[src/rtl/mem_store_ctrl.sv]
// Store controller: turns SB/SH/SW requests into lane-positioned word writes.
// Optional macro MISALIGNED_SPLIT_EN splits word-crossing stores into two accesses.
module mem_store_ctrl (
  input  logic        iCLK,
  input  logic        iRST,
  input  logic        iValid,
  output logic        oReady,
  input  logic [2:0]  iFunct3,
  input  logic [31:0] iAddress,
  input  logic [31:0] iData,
  output logic        oMemWrite,
  output logic [31:0] oMemAddress,
  output logic [31:0] oMemWriteData,
  output logic [3:0]  oMemByteEnable,
  input  logic        iMemAck,
  output logic        oDone,
  output logic        oException
);

  typedef enum logic [1:0] {IDLE, WR0, WR1} state_t;

  state_t      state;
  logic [1:0]  offset;
  logic [3:0]  mask;
  logic [7:0]  laneEn;
  logic [63:0] laneData;
  logic        illegal;
  logic        crossWord;
  logic        reject;
  logic        hiPending;
  logic [31:0] hiAddress;
  logic [31:0] hiData;
  logic [3:0]  hiEnable;
  logic [31:0] baseAddress;

  assign oReady = (state == IDLE);

  // Request decode: lane enables and data positioned across two adjacent words
  always_comb begin
    offset  = iAddress[1:0];
    illegal = 1'b0;
    case (iFunct3)
      3'b000:  mask = 4'b0001;
      3'b001:  mask = 4'b0011;
      3'b010:  mask = 4'b1111;
      default: begin
        mask    = 4'b0000;
        illegal = 1'b1;
      end
    endcase
    laneEn      = {4'b0000, mask} << offset;
    laneData    = {32'd0, iData} << {offset, 3'b000};
    crossWord   = |laneEn[7:4];
    baseAddress = {iAddress[31:2], 2'b00};
`ifdef MISALIGNED_SPLIT_EN
    reject = illegal;
`else
    reject = illegal | crossWord | ((iFunct3 == 3'b001) && (offset == 2'd1));
`endif
  end

  always_ff @(posedge iCLK) begin
    if (iRST) begin
      state          <= IDLE;
      oMemWrite      <= 1'b0;
      oMemAddress    <= 32'd0;
      oMemWriteData  <= 32'd0;
      oMemByteEnable <= 4'd0;
      oDone          <= 1'b0;
      oException     <= 1'b0;
      hiPending      <= 1'b0;
    end else begin
      oDone      <= 1'b0;
      oException <= 1'b0;
      case (state)
        IDLE: begin
          if (iValid) begin
            if (reject) begin
              oDone      <= 1'b1;
              oException <= 1'b1;
            end else begin
              state          <= WR0;
              oMemWrite      <= 1'b1;
              oMemAddress    <= baseAddress;
              oMemByteEnable <= laneEn[3:0];
              oMemWriteData  <= laneData[31:0];
              hiPending      <= crossWord;
            end
          end
        end
        WR0: begin
          if (iMemAck) begin
            if (hiPending) begin
              state          <= WR1;
              oMemAddress    <= hiAddress;
              oMemByteEnable <= hiEnable;
              oMemWriteData  <= hiData;
              hiPending      <= 1'b0;
            end else begin
              state     <= IDLE;
              oMemWrite <= 1'b0;
              oDone     <= 1'b1;
            end
          end
        end
        WR1: begin
          if (iMemAck) begin
            state     <= IDLE;
            oMemWrite <= 1'b0;
            oDone     <= 1'b1;
          end
        end
        default: state <= IDLE;
      endcase
    end
  end

  // Second-word payload is only consumed while hiPending is set, so it needs no reset
  always_ff @(posedge iCLK) begin
    if ((state == IDLE) && iValid) begin
      hiAddress <= baseAddress + 32'd4;
      hiEnable  <= laneEn[7:4];
      hiData    <= laneData[63:32];
    end
  end

endmodule

[config.mk]
export PLATFORM = sky130hd
export DESIGN_NAME = mem_store_ctrl
export DESIGN_NICKNAME = d
export VERILOG_FILES = /design/src/rtl/mem_store_ctrl.sv
export SDC_FILE = /design/constraint.sdc
export NUM_CORES = 1
export LEC_CHECK = 0
export CORE_MARGIN = 2
export CORE_UTILIZATION = 30
export DETAILED_ROUTE_END_ITERATION = 7
export DONT_BUFFER_PORTS = 1
export PLACE_DENSITY_LB_ADDON = 0.08
export SLEW_MARGIN = 30
export SYNTH_ARGS = -nofsm -noshare
export SYNTH_HDL_FRONTEND = slang
export SYNTH_SLANG_ARGS = --single-unit
[constraint.sdc]
create_clock -name iCLK -period 2.8 [get_ports iCLK]
set_clock_uncertainty 0.1 [all_clocks]
set_input_delay 0.56 -clock iCLK [delete_from_list [all_inputs] [get_ports iCLK]]
set_output_delay 0.56 -clock iCLK [all_outputs]
set_load 0.03 [all_outputs]
==> results.json, run 1 <==
{
  "status": "complete, no violations",
  "grt_pass1_vias": 4788,
  "worstPathRequired_ps": 3010,
  "drive_above_1_share_pct": 11.6,
  "htreeDepth": 4,
  "place.gp.congestion": 0.820,
  "synthTopCellsByArea": "edfxtp_1 (27%), dfxtp_1 (23%), mux2i_1 (5.9%), a211oi_1 (5.9%), a21oi_1 (5.1%)",
  "synthTopCellsByCount": "dfxtp_1 (72), a21oi_1 (65), edfxtp_1 (57), a211oi_1 (50), mux2i_1 (38)",
  "critPathArrivalTime_ps": 2530,
  "worstReg2RegStart": "state[0]",
  "path_cells": "inv_1 > ha_1 > buf_4 > inv_1 > a211o_2 > nand2_2 > o41ai_1",
  "cts.path.max_buffers": 2,
  "hp-class": "in -> reg",
  "synthDistinctLibCells": 54,
  "r2r_slack_ps": 490,
  "relSlewSlack_pct": 47.3,
  "yosysTopAreaCell": "edfxtp_1",
  "grt_max_degree": 83,
  "gr-total-overflow": 0,
  "cap_violations": 0,
  "r2r_end": "oMemWriteData[16]",
  "cp_common_cell": "inv_1",
  "clk_latency_ps": 420,
  "period_share_pct": 82.7,
  "p_comb_share_pct": 11.3,
  "cts_resized": 0,
  "n_antenna_cell": 0,
  "post-route-min-period_ps": 2310,
  "hold_path_end": "oMemAddress[19]",
  "grtUsageTotal_pct": 17.4,
  "tightest_slew_ps": 787,
  "ctsHoldBuffers": 0,
  "critical_path_buf_inv_count": 3,
  "power_mw": 5.10,
  "layout.nets": 666,
  "numClockSinks": 129,
  "crit_slowest_cell": "dfxtp_1",
  "p_switching_mw": 1.52,
  "dieHeight_um": 150,
  "finalHoldViolations": 0,
  "async_reset_ff_share_pct": 0,
  "p_per_area_nw_per_um2": 709,
  "antenna_found_initial": 0,
  "postCtsSetupBuffers": 0,
  "synth.avg_cell_area_sq_um": 10.4,
  "hold_depth": 1,
  "coreArea_sq_um": 21000,
  "final.hold.worst_slack_ps": 115,
  "crit_type": "reg -> reg",
  "die_area_sq_um": 22500,
  "cts_root_buffer": "clkbuf_16",
  "total_leakage_power_nw": 2.46,
  "drt_first_pass_iters": 5,
  "pwr-share-seq_pct": 47.9,
  "hold_start": "iRST",
  "rows": 53,
  "syn_inst": 613,
  "vias": 4767,
  "clkPwrFrac_pct": 40.8,
  "fin_tns_setup_ps": 0,
  "wire_per_inst_um": 22.2,
  "critPathMaxStageDelay_ps": 440,
  "cts_buffers": 17,
  "initial_core_util_pct": 30.5,
  "die_w_um": 150,
  "dp.cells": 846,
  "tritoncts": "done",
  "drc": 0,
  "r2r_cells": 7,
  "cp_num_cells": 7,
  "syn_to_final_growth_pct": 12.5,
  "use_met1_pct": 20.7,
  "grt_util_met2_pct": 29.1,
  "finalNonFillerCells": 878,
  "finish.utilization_pct": 34.3,
  "drtIter0Drc": 297,
  "cp_max_fo": 22,
  "detail-route-antenna-nets": 0,
  "hpwl_um": 13100,
  "cpLargestDelayFamily": "compound AO/OA/AOI/OAI gates",
  "drv_slew": 0,
  "yosysWarnings": 0,
  "netlist_area_sq_um": 6390,
  "routed_wl_um": 19500,
  "io_pins": 143,
  "rsz0062_at_grt": "false",
  "setup_viol": 0,
  "ys_seq_area_share_pct": 49.3,
  "synth_edf_count": 57,
  "synth-main-ff-cell": "dfxtp_1",
  "ir_drop_mv": 0.362,
  "intPower_mw": 3.59,
  "cp-start-kind": "flop",
  "grt_pass1_wl_um": 29300,
  "yosysMostFrequentCell": "dfxtp_1",
  "synth-seq-cells": 129,
  "synth.top_cell.area_share_pct": 26.8,
  "crit_path_end_kind": "flop",
  "netSwitchingFraction_pct": 29.7,
  "fmax_mhz": 432,
  "clk_pin_slew_ps": 60,
  "gr-usage-met3_pct": 6.77,
  "grt_busiest_layer": "met2",
  "viasPerCell": 5.43,
  "io_buffers": 0
}
metal layers:
metal | vias up | routed length (um)
li1 | 2280 | -
met3 | 21 | 1670
met2 | 150 | 9450
met5 | - | 0
met1 | 2316 | 8020
met4 | 0 | 309
worst max-delay path by stage:
stage | start | endpoint | slack [ps]
6_report | state[0] | oMemWriteData[16] | 490
5_1_grt | state[0] | oMemAddress[24] | 280
4_1_cts | state[0] | oMemWriteData[22] | 470
3_5_place_dp | state[0] | oMemWriteData[17] | 490
3_3_place_gp | iAddress[2] | hiAddress[28] | 500
2_1_floorplan | state[1] | oDone | 590
stage by stage:
stage | area (sq um) | setup slack, ps
finish | 7190 | 486
global route | 7190 | 283
CTS | 7190 | 468
detailed placement | 6650 | 489
global placement | 6650 | 503
floorplan | 6400 | 590
power by group through the flow:
| stage | Sequential, mW | Clock, mW | Combinational (mW) |
|---|---|---|---|
| after floorplan | 2.44 | 0 | 0.469 |
| after global placement | 2.49 | 0 | 0.580 |
| after detailed placement | 2.49 | 0 | 0.586 |
| after CTS | 2.45 | 2.13 | 0.588 |
| after global routing | 2.47 | 2.22 | 0.645 |
| final | 2.44 | 2.08 | 0.577 |
state kept, by name, indices dropped and copies added (netlist names):
signal and flops:
hiData 24, oException 1, oMemByteEnable 4, hiEnable 3, oMemAddress 30, state 2
oMemWrite 1, oMemWriteData 32, oDone 1, hiAddress 30, hiPending 1
layout make-up:
type	count	area, sq um
Clock inverter	15	119
Tap cell	275	344
Sequential cell	129	3150
Inverter	6	22.5
Clock buffer	17	425
Timing Repair Buffer	12	128
Multi-Input combinational cell	424	3000
Fill cell	2150	13800
cells by family after synthesis:
logic type      share of synthesized area (%)
mux                                      8.94
simple gates                             12.7
flops                                    49.3
compound gates                           20.0
buf+inv                                  4.19
other cells                            0.0586
fa+ha+maj                               0.978
xor+xnor                                 3.83
placed cells by master, fill, tap and decap left out, types with 3 or more instances in the layout:
| cell | Yosys | routed |
|---|---|---|
| a211oi_1 | 50 | 50 |
| a21oi_1 | 65 | 65 |
| a221oi_1 | 8 | 8 |
| a22o_1 | 7 | 7 |
| a22oi_1 | 17 | 17 |
| a41o_1 | 8 | 8 |
| and3_1 | 11 | 11 |
| and4_1 | 5 | 5 |
| buf_12 | 0 | 3 |
| buf_4 | 2 | 9 |
| clkbuf_16 | 0 | 17 |
| clkinv_1 | 0 | 4 |
| clkinvlp_4 | 0 | 5 |
| dfxtp_1 | 72 | 72 |
| edfxtp_1 | 57 | 57 |
| ha_1 | 5 | 4 |
| inv_1 | 4 | 4 |
| mux2_1 | 9 | 9 |
| mux2_2 | 8 | 8 |
| mux2i_1 | 38 | 38 |
| nand2_1 | 27 | 27 |
| nand2b_1 | 10 | 10 |
| nand3_1 | 12 | 12 |
| nand4_1 | 8 | 8 |
| nor2_1 | 22 | 21 |
| nor2b_1 | 18 | 18 |
| nor3_1 | 6 | 6 |
| nor3b_1 | 3 | 3 |
| nor4_2 | 3 | 3 |
| o21ai_0 | 10 | 10 |
| o21ai_1 | 6 | 6 |
| o41ai_1 | 8 | 8 |
| or2_2 | 8 | 8 |
| xnor2_1 | 16 | 16 |
| xor2_1 | 12 | 12 |
worst register-to-register path, delay by kind of cell, from the launching register on:
family                   cells  cell delay (ps)
AO/OA/AOI/OAI                2              820
flip-flops                   1              440
buffers and inverters        3              380
AND/OR/NAND/NOR              1              260
adder cells (fa/ha/maj)      1              210
Note: power is estimated with default switching activity, not from simulation.
==> inputs of run 2 (changes only) <==
- clock period: 2.8 -> 2.3 ns (I/O delays scaled with it)
==> results.json, run 2 (synthesis gave the netlist of run 1 again) <==
{
  "dpl_cell_area_sq_um": 6730,
  "cap_violations": 0,
  "rows": 53,
  "hp-class": "in -> reg",
  "routed_wl_um": 19600,
  "worstReg2RegStart": "state[0]",
  "critPathArrivalTime_ps": 2270,
  "drv_slew": 0,
  "worstPathRequired_ps": 2520,
  "largest_register_ffs": 32,
  "grt_pass1_wl_um": 29800,
  "gr-total-overflow": 0,
  "grtUsageTotal_pct": 17.7,
  "fin_tns_setup_ps": 0,
  "total_leakage_power_nw": 2.58,
  "tightest_slew_ps": 560,
  "syn_to_final_growth_pct": 15.9,
  "io_buffers": 0,
  "grt_max_degree": 71,
  "place.gp.congestion": 0.798,
  "final_common_cell": "dfxtp_1",
  "drc": 0,
  "crit_path_end_kind": "flop",
  "drt_first_pass_iters": 4,
  "top_register": "oMemWriteData",
  "reg_top3": "oMemWriteData x32, hiAddress x30, oMemAddress x30",
  "cts_root_buffer": "clkbuf_16",
  "antenna_found_initial": 0,
  "mostFrequentLayoutCells": "dfxtp_1 (72), a21oi_1 (65), edfxtp_1 (57)",
  "viasPerCell": 5.38,
  "n_antenna_cell": 0,
  "cts_resized": 0,
  "critical_path_buf_inv_count": 2,
  "cp_max_fo": 44,
  "initial_core_util_pct": 30.5,
  "clk_latency_ps": 410,
  "fin_ws_ps": 255,
  "drive_above_1_share_pct": 13.2,
  "hold_start": "iRST",
  "cts.path.max_buffers": 2,
  "fmax_mhz": 489,
  "wire_per_inst_um": 22.1,
  "rsz0062_at_grt": "false",
  "tritoncts": "done",
  "io_pins": 143,
  "numClockSinks": 129,
  "critPathMaxStageDelay_ps": 430,
  "coreArea_sq_um": 21000,
  "grt_pass1_vias": 4917,
  "htreeDepth": 4,
  "startpoint": "state[0]",
  "drtIter0Drc": 249,
  "post-place-ws_ps": 194,
  "detail-route-antenna-nets": 0,
  "die_w_um": 150,
  "finalHoldViolations": 0,
  "stdcell_area_sq_um": 7410,
  "period_share_pct": 88.9,
  "die_area_sq_um": 22500,
  "cts_buffers": 17,
  "layout.nets": 677,
  "post-route-min-period_ps": 2040,
  "vias": 4780,
  "hpwl_um": 13300,
  "cp-start-kind": "flop",
  "ir_drop_mv": 0.467,
  "p_per_area_nw_per_um2": 900,
  "clk_pin_slew_ps": 60,
  "path_cells": "inv_1 > ha_1 > nor2b_1 > a31oi_1 > nor2_4 > buf_12 > a211oi_1",
  "setup_viol": 0,
  "relSlewSlack_pct": 62.5,
  "crit_type": "reg -> reg",
  "status": "complete, no violations",
  "crit_slowest_cell": "dfxtp_1",
  "finish.utilization_pct": 35.4,
  "cpLargestDelayFamily": "compound AO/OA/AOI/OAI gates",
  "dieHeight_um": 150
}
## run 2: cell types whose count changed in the layout (fill, tap and decap cells not counted), sizes merged
cell         change
buf              +8
clkbuf           +5
clkinv           -5
dlygate4sd3      +3
bufinv           +2
clkinvlp         -2
## run 2: layout make-up
cell class / count / area [sq um]
Clock buffer: 22 / 507
Clock inverter: 10 / 144
Fill cell: 2142 / 13500
Inverter: 6 / 22.5
Multi-Input combinational cell: 424 / 3000
Sequential cell: 129 / 3150
Tap cell: 275 / 344
Timing Repair Buffer: 23 / 243
## run 2: repair_timing
item | 4_1_cts | 5_1_grt
endpoints found under the hold margin | 11 | 1
hold buffers | 2 | 1
setup buffers | 0 | 0
## run 2: routing by layer
| metal | vias to the layer above | track usage [%] | wire length, um |
|---|---|---|---|
| li1 | 2295 | - | - |
| met4 | 0 | 5.38 | 284 |
| met1 | 2344 | 21.0 | 8100 |
| met2 | 123 | 29.7 | 9730 |
| met5 | - | 0 | 0 |
| met3 | 18 | 6.68 | 1520 |
## run 2: path summary, 6_finish.rpt
check	cells past startpoint	to	slack (ps)
setup / recovery	7	oMemWriteData[4]	260
hold / removal	1	oMemAddress[29]	30
hold reg to reg	2	state[1]	460
setup reg to reg	7	oMemWriteData[4]	260
## run 2: through the flow
step / power [mW] / hold WS [ps] / std cells
floorplan: 3.54 / 397 / 614
CTS: 6.77 / 1.64 / 888
detailed placement: 3.77 / 442 / 854
global placement: 3.76 / 440 / 854
finish: 6.67 / 34.4 / 889
global route: 6.97 / 2.13 / 889
## run 2: where the power goes
part	switching [mW]	internal [mW]	total, mW	leakage (nW)
sequential	0.367	2.61	2.98	1.15
clock	1.06	1.90	2.96	0.310
combinational	0.428	0.309	0.737	1.12
total	1.85	4.82	6.67	2.58
==> inputs of run 3 (changes only) <==
- CELL_PAD_IN_SITES_DETAIL_PLACEMENT: not set -> 0
- CELL_PAD_IN_SITES_GLOBAL_PLACEMENT: not set -> 2
- CTS_BUF_LIST: not set -> sky130_fd_sc_hd__clkbuf_16
==> results.json, run 3 (synthesis gave the netlist of run 1 again) <==
{
  "drtIter0Drc": 274,
  "drt_first_pass_iters": 5,
  "worstReg2RegStart": "state[1]",
  "critPathArrivalTime_ps": 2300,
  "critical_path_buf_inv_count": 1,
  "post-route-min-period_ps": 2050,
  "hold_start": "iRST",
  "crit_path_end_kind": "flop",
  "dieHeight_um": 150,
  "p_switching_mw": 1.84,
  "r2r_slack_ps": 250,
  "crit_type": "reg -> reg",
  "fin_tns_setup_ps": 0,
  "netSwitchingFraction_pct": 28.0,
  "hp-class": "in -> reg",
  "hpwl_um": 13500,
  "cap_violations": 0,
  "relSlewSlack_pct": 62.0,
  "drc": 0,
  "pwr-share-seq_pct": 45.4,
  "cp_max_fo": 16,
  "setup_viol": 0,
  "syn_to_final_growth_pct": 15.5,
  "grt_pass1_wl_um": 30300,
  "fin_ws_ps": 250,
  "path_cells": "inv_1 > ha_4 > a211oi_1 > o21ai_0 > or4_1 > o21ai_1",
  "tightest_slew_ps": 568,
  "die_w_um": 150,
  "routed_wl_um": 19900,
  "initial_core_util_pct": 30.5,
  "hold_path_end": "oMemAddress[27]",
  "n_antenna_cell": 0,
  "layout.nets": 679,
  "gr-total-overflow": 0,
  "io_pins": 143,
  "final_common_cell": "dfxtp_1",
  "htreeDepth": 4,
  "worstPathRequired_ps": 2550,
  "reg_top3": "oMemWriteData x32, hiAddress x30, oMemAddress x30",
  "critPathMaxStageDelay_ps": 460,
  "cts_buffers": 17,
  "top_register": "oMemWriteData",
  "mostFrequentLayoutCells": "dfxtp_1 (72), a21oi_1 (65), edfxtp_1 (57)",
  "clk_pin_slew_ps": 60,
  "intPower_mw": 4.72,
  "finalHoldViolations": 0,
  "numClockSinks": 129,
  "rows": 53,
  "tritoncts": "done",
  "fmax_mhz": 488,
  "ir_drop_mv": 0.434,
  "crit_slowest_cell": "or4_1",
  "largest_register_ffs": 32,
  "status": "complete, no violations",
  "rsz0062_at_grt": "false",
  "p_per_area_nw_per_um2": 888,
  "grt_pass1_vias": 4945,
  "period_share_pct": 89.1,
  "wire_per_inst_um": 22.4,
  "grt_max_degree": 71,
  "r2r_cells": 6,
  "drive_above_1_share_pct": 13.1,
  "place.gp.congestion": 0.815,
  "vias": 4860,
  "drv_slew": 0,
  "r2r_end": "oMemByteEnable[3]",
  "total_leakage_power_nw": 2.57,
  "p_comb_share_pct": 11.2,
  "clkPwrFrac_pct": 43.4,
  "clk_latency_ps": 410,
  "hold_depth": 1,
  "antenna_found_initial": 0,
  "post-place-ws_ps": 283,
  "detail-route-antenna-nets": 0,
  "die_area_sq_um": 22500,
  "io_buffers": 0,
  "cpLargestDelayFamily": "compound AO/OA/AOI/OAI gates",
  "cts_root_buffer": "clkbuf_16",
  "grtUsageTotal_pct": 17.9,
  "cts.path.max_buffers": 2,
  "power_mw": 6.56,
  "cp-start-kind": "flop",
  "coreArea_sq_um": 21000,
  "viasPerCell": 5.45
}
-- run 3: cell type report --
type                       count  area (sq um)
sequential                   129          3150
clock inverter                15           194
multi-input combinational    424          3000
inverter                       6          22.5
fill                        2159         13600
tap                          275           344
clock buffer                  17           425
timing repair buffer          25           245
-- run 3: worst max-delay path by stage --
stage | startpoint | cells after the start | end | slack (ps)
floorplan | state[1] | 5 | oDone | 90
global placement | state[1] | 6 | oMemByteEnable[3] | 260
detailed placement | state[1] | 6 | oMemByteEnable[3] | 280
CTS | state[1] | 8 | oMemWriteData[7] | 250
global route | state[1] | 6 | oMemByteEnable[3] | 110
finish | state[1] | 6 | oMemByteEnable[3] | 250
-- run 3: per-layer routing --
| layer | share of wire [%] | track usage [%] |
|---|---|---|
| met5 | 0 | 0 |
| met3 | 8.7 | 5.40 |
| met1 | 40 | 22.1 |
| met4 | 1.5 | 5.99 |
| met2 | 49 | 29.7 |
-- run 3: worst reg2reg max path, cell delays in order, from the launching register on --
cell	delay, ps
dfxtp_1	350
inv_1	100
ha_4	240
a211oi_1	410
o21ai_0	210
or4_1	460
o21ai_1	100
-- run 3: per-stage QoR --
stage	util (%)	instances	hold slack (ps)	instance area (sq um)
after floorplan	-	614	397	6400
after global placement	32.1	856	441	6740
after detailed placement	32.1	856	441	6740
after CTS	35.2	891	0.422	7380
after global routing	35.2	891	4.18	7380
final	35.2	891	21.7	7380
-- run 3: power groups by stage --
| stage | Combinational, mW | Clock, mW | Sequential (mW) |
|---|---|---|---|
| 5_1_grt | 0.818 | 3.03 | 3.00 |
| 3_3_place_gp | 0.732 | 0 | 3.03 |
| 3_5_place_dp | 0.741 | 0 | 3.03 |
| 2_1_floorplan | 0.571 | 0 | 2.97 |
| 6_report | 0.735 | 2.85 | 2.98 |
| 4_1_cts | 0.753 | 2.93 | 2.98 |
-- run 3: repair_timing --
action                    in CTS  in global routing
hold buffers                   3                  0
hold endpoints to repair      12                  0
setup buffers                  0                  0
resized for setup              0                  0
